===== config.mk =====
export PLATFORM = sky130hd
export DESIGN_NAME = mdu_ctrl
export DESIGN_NICKNAME = d
export VERILOG_FILES = /design/src/rtl/mdu_ctrl.sv
export SDC_FILE = /design/constraint.sdc
export NUM_CORES = 1
export LEC_CHECK = 0
export BUFFER_PORTS_ARGS = -buffer_cell sky130_fd_sc_hd__buf_2
export CORE_AREA = 5 5 155 157
export DETAILED_ROUTE_END_ITERATION = 8
export DIE_AREA = 0 0 160 162
export HOLD_SLACK_MARGIN = 0.02
export SLEW_MARGIN = 20
export SYNTH_ARGS = -nofsm -noshare
export SYNTH_HDL_FRONTEND = slang
export SYNTH_SLANG_ARGS = --single-unit

===== constraint.sdc =====
create_clock -name clk -period 6.2 [get_ports clk]
set_input_delay 0.62 -clock clk [delete_from_list [all_inputs] [get_ports clk]]
set_output_delay 0.62 -clock clk [all_outputs]
set_load 0.05 [all_outputs]

===== src/rtl/mdu_ctrl.sv =====
// MDU sequencer: single-cycle HI/LO writes for MULT/MTHI/MTLO and divide-by-zero; iterative divide via BUSY/DONE FSM.
// Divide holds stall_req from issue until DONE; commit waits out stall_next, flush aborts at any stage.
module mdu_ctrl #(
    parameter int DIV_TIMEOUT = 40,
    parameter int CNT_W       = 6
) (
    input  logic        clk,
    input  logic        rst,
    input  logic        op_valid,
    input  logic [2:0]  op_code,
    input  logic [31:0] num1,
    input  logic [31:0] num2,
    input  logic [31:0] hi_in,
    input  logic [31:0] lo_in,
    input  logic        flush,
    input  logic        stall_next,
    input  logic [63:0] mul_result,
    output logic        div_opn_valid,
    output logic        div_sign,
    output logic [31:0] div_a,
    output logic [31:0] div_b,
    output logic        div_res_ready,
    output logic        div_abort,
    input  logic        div_res_valid,
    input  logic [63:0] div_result,
    output logic        stall_req,
    output logic        hilo_we,
    output logic [63:0] hilo_wdata,
    output logic        busy,
    output logic        div_err
);
    typedef enum logic [1:0] {IDLE = 2'd0, BUSY = 2'd1, DONE = 2'd2} state_t;

    localparam logic [2:0] OP_MULT  = 3'd0;
    localparam logic [2:0] OP_MULTU = 3'd1;
    localparam logic [2:0] OP_DIV   = 3'd2;
    localparam logic [2:0] OP_DIVU  = 3'd3;
    localparam logic [2:0] OP_MTHI  = 3'd4;
    localparam logic [2:0] OP_MTLO  = 3'd5;
    // Timeout fires on the DIV_TIMEOUT-th BUSY cycle, i.e. as the counter would reach DIV_TIMEOUT.
    localparam logic [CNT_W-1:0] CNT_LAST = CNT_W'(DIV_TIMEOUT - 1);

    state_t      state;
    logic [CNT_W-1:0] cnt;
    logic [63:0] res_q;
    logic [31:0] a_q;
    logic [31:0] b_q;
    logic        sign_q;
    logic        err_q;

    logic is_mul, is_mt, is_div, div_by_zero, idle_act, issue, idle_wr, timeout, busy_exit;

    always_comb begin
        is_mul      = (op_code == OP_MULT) || (op_code == OP_MULTU);
        is_mt       = (op_code == OP_MTHI) || (op_code == OP_MTLO);
        is_div      = (op_code == OP_DIV) || (op_code == OP_DIVU);
        div_by_zero = (num2 == 32'd0);
        idle_act    = (state == IDLE) && op_valid && !flush;
        issue       = idle_act && is_div && !div_by_zero;
        idle_wr     = idle_act && !stall_next && (is_mul || is_mt || (is_div && div_by_zero));
        timeout     = (state == BUSY) && !div_res_valid && (cnt == CNT_LAST);
        busy_exit   = flush || div_res_valid || timeout;
    end

    always_comb begin
        stall_req  = 1'b0;
        hilo_we    = 1'b0;
        hilo_wdata = 64'd0;
        div_abort  = 1'b0;
        case (state)
            IDLE: begin
                stall_req = issue;
                hilo_we   = idle_wr;
                if (op_valid) begin
                    case (op_code)
                        OP_MULT, OP_MULTU: hilo_wdata = mul_result;
                        OP_MTHI:           hilo_wdata = {num1, lo_in};
                        OP_MTLO:           hilo_wdata = {hi_in, num1};
                        OP_DIV, OP_DIVU:   if (div_by_zero) hilo_wdata = {num1, 32'hFFFF_FFFF};
                        default:           hilo_wdata = 64'd0;
                    endcase
                end
            end
            BUSY: begin
                stall_req = 1'b1;
                div_abort = flush || timeout;
            end
            DONE: begin
                hilo_wdata = res_q;
                hilo_we    = !stall_next && !flush;
            end
            default: ;
        endcase
    end

    assign div_opn_valid = (state == BUSY);
    assign div_res_ready = (state == BUSY);
    assign busy          = (state != IDLE);
    assign div_err       = err_q;
    assign div_a         = a_q;
    assign div_b         = b_q;
    assign div_sign      = sign_q;

    always_ff @(posedge clk) begin
        if (rst) begin
            state  <= IDLE;
            cnt    <= '0;
            res_q  <= 64'd0;
            a_q    <= 32'd0;
            b_q    <= 32'd0;
            sign_q <= 1'b0;
            err_q  <= 1'b0;
        end else begin
            case (state)
                IDLE: begin
                    if (issue) begin
                        state  <= BUSY;
                        cnt    <= '0;
                        a_q    <= num1;
                        b_q    <= num2;
                        sign_q <= (op_code == OP_DIV);
                    end
                end
                BUSY: begin
                    cnt <= cnt + 1'b1;
                    if (busy_exit) begin
                        a_q    <= 32'd0;
                        b_q    <= 32'd0;
                        sign_q <= 1'b0;
                    end
                    // Flush beats a same-cycle result; a real result beats the timeout.
                    if (flush) begin
                        state <= IDLE;
                    end else if (div_res_valid) begin
                        res_q <= div_result;
                        state <= DONE;
                    end else if (timeout) begin
                        res_q <= 64'd0;
                        err_q <= 1'b1;
                        state <= DONE;
                    end
                end
                DONE: begin
                    if (flush || !stall_next) state <= IDLE;
                end
                default: state <= IDLE;
            endcase
        end
    end
endmodule


==> results.md <==
* RSZ-0062 raised after global routing: no
* R2R Path Start: state[0]
* Achievable frequency at 282.0 MHz
* Routed length per instance at 22.41 microns
* TritonCTS buffer count at 17
* Die area at 0.02592 sq mm
* Top routing layer used: met5
* Drt drc at 0
* Net Count, Synth at 1,150
* CTS tree: done
* Avg Cell Area, Syn at 8.518 sq um
* Ys flop type: dfxtp_1
* Slew of the pin with the lowest slew margin at 855.4 ps
* Crit-path slowest cell: buf_4
* DRT Wirelength at 34,110 microns
* Leakage at 4.512 nW
* Critical path arrival at 2930 ps
* Most common library cell in the layout ignoring fill and taps: buf_2
* Ys async rst share at 0%
* # IOs at 401
* Placed inst area at 0.009594 sq mm
* Maximum vdd drop at 0.0001575 V
* Mapped Cells at 884
* Type of the worst setup path: input port to primary output
* Post-CTS setup buffer count at 0
* Most frequent CP cell: buf_4
* HP Class: input port to flip-flop
* Cell area after layout at 0.01020 sq mm
* Clock Path Buffers at 2
* HP Start: num2[11]
* Worst r2r dst: res_q[16]
* Max cap viols at 0
* GR Overflow Total at 0
* Setup TNS at 0 ps
* Clk_lat worst skew at 410 ps
* H-tree levels at 4
* First-pass GRT wire length at 49,300 microns
* DRT iter0 DRCs at 714
* R2R setup slack at 3310 ps
* Reg clk slew, reported paths at 60 ps
* Core Rows at 55
* FF/Latch Area at 0.002763 sq mm
* Layout cell share with drive strength beyond 1 at 37.73%
* Warnings, synthesis at 0
* # nets final at 1,488
* Yosys reg bits at 138
* Post-synth cell types at 45
* Core area at 0.02237 sq mm
* Resized Gates After CTS at 0
* Startpoint Class: input port
* Synth Cell Area at 0.007530 sq mm
* Multi-input gate area at 0.004364 sq mm
* Filler Cell Count at 2,318
* Sequential area share after synthesis at 36.69%
* Endpoint, Worst Hold: div_b[11]
* WHS Path Cells at 2
* Post-CTS Hold Fix Bufs at 0
* Vias per inst at 5.481
* Min cycle time layout at 3546 ps
* Hold Fails Final Rpt at 0
* Wl on met1 at 14,360 microns
* Slew Limit Fails at 0
* Worst-path cell chain: buf_4, buf_4, mux2i_1, a21oi_1, a221o_1, buf_2
* Pin count of the biggest net entering global routing at 82
* Die X at 160 microns
* TritonCTS Sinks at 138
* Tcrit/Tclk final at 57.19%
* Outcome: completed
* Tot GR Track Use at 24.51%
* IO buf count at 400
* Worst Path Buf+Inv at 3
* Clock Skews at 10.39 ps
* DR vias at 8,342
* Leading cell types in the layout, fill and taps excluded: buf_2 (397), dfxtp_1 (138), a21oi_1 (98)
* Slew HR at 42.97%
* Critical path required time at 5580 ps
* Endpoints failing setup at 0
* Initial antenna violation count at 4
* Final Core Density at 45.59%
* Crit-path leading delay family: buffers and inverters
* WL met2 at 16,140 microns
* Max incr delay on CP at 560 ps
* Power per cell area at 234.1 mW/mm^2
* Post-route antenna net violation count at 0
* Chip height at 162 microns
* Synth-to-Final Area Change at 35.43%
* Vias in the first global route at 8,036
* Initial Util at 33.67%
* Post-synth EDFFs at 0
* Reg2reg path depth at 6
* RePlAce Congestion at 0.8909
* Crit path max fanout at 40
* Met3 WL at 2912 microns
* DPL Wire Length at 25,180 microns
* Root Buffer: clkbuf_16
* Worst Setup End Kind: primary output
* TritonRoute pass-1 iters at 5
logic make-up after synthesis:
group           after synthesis  synth area share, %
simple gates                243                15.97
flops                       138                36.69
compound gates              338                32.50
mux                          64                8.508
buf+inv                      96                5.700
xor+xnor                      4               0.4652
fa+ha+maj                     1               0.1661
synth_stat cells, types with 2 or more instances:
| cell type | instances | area [sq um] |
|---|---|---|
| and4_1 | 2 | 17.52 |
| o2bb2ai_2 | 10 | 150.1 |
| o21ai_0 | 68 | 340.3 |
| buf_2 | 10 | 50.05 |
| o2bb2ai_1 | 55 | 481.7 |
| mux2i_1 | 64 | 640.6 |
| a21oi_1 | 98 | 490.5 |
| nor2_1 | 68 | 255.2 |
| a221o_1 | 64 | 640.6 |
| dfxtp_1 | 138 | 2763 |
| nand2_1 | 68 | 255.2 |
| nand2b_1 | 68 | 425.4 |
| xor2_1 | 4 | 35.03 |
| nor2b_1 | 4 | 25.02 |
| nor4_1 | 8 | 50.05 |
| nand4_1 | 4 | 25.02 |
| or2_2 | 2 | 12.51 |
| nand3b_1 | 3 | 22.52 |
| buf_6 | 7 | 78.83 |
| a211oi_1 | 33 | 247.7 |
| nor3_1 | 5 | 25.02 |
| buf_1 | 6 | 22.52 |
| or3_1 | 3 | 18.77 |
| o31a_1 | 2 | 17.52 |
| inv_1 | 2 | 7.510 |
| clkbuf_1 | 69 | 259.0 |
stage by stage:
step / total power (W) / setup WS [ps] / instances / hold slack [ps]
after floorplan: 0.001185 / 3125 / 884 / 453.6
after global placement: 0.001363 / 2680 / 1488 / 448.0
after detailed placement: 0.001364 / 2700 / 1488 / 451.1
after CTS: 0.002404 / 2700 / 1520 / 402.7
after global routing: 0.002476 / 2574 / 1522 / 404.6
final: 0.002387 / 2654 / 1522 / 424.0
registers in the layout, indices dropped and copies added (netlist names):
name,flops
cnt,6
div_a,32
div_b,32
div_err,1
div_sign,1
res_q,64
state,2
where the power goes:
group | total, W | internal, W | switching [W] | leakage (nW)
clock | 0.00104 | 0.000613 | 0.000426 | 0.294
combinational | 0.000443 | 0.000150 | 0.000294 | 3.10
sequential | 0.000904 | 0.000898 | 0.00000610 | 1.11
worst max path at each step:
stage,start,endpoint,cells after the start
2_1_floorplan,num2[29],hilo_wdata[0],5
3_3_place_gp,op_code[0],hilo_wdata[5],6
3_5_place_dp,op_code[0],hilo_wdata[5],6
4_1_cts,op_code[0],hilo_wdata[5],6
5_1_grt,num2[21],hilo_wdata[60],7
6_report,op_code[0],hilo_wdata[5],6
routing by layer:
layer / global-route usage [%] / up-vias
li1: - / 3971
met1: 31.97 / 3945
met2: 39.52 / 381
met3: 7.612 / 41
met4: 6.570 / 4
met5: 0 / -
final cells by class:
class | instances | area share (%)
multi-input cells | 650 | 42.80
clock inverters | 14 | 1.558
clock buffers | 18 | 4.307
diodes | 2 | 0.04908
well taps | 285 | 3.497
flip-flops and latches | 138 | 27.09
inverters | 3 | 0.1104
repair buffers | 412 | 20.59
Note: power is estimated with default switching activity, not from simulation.
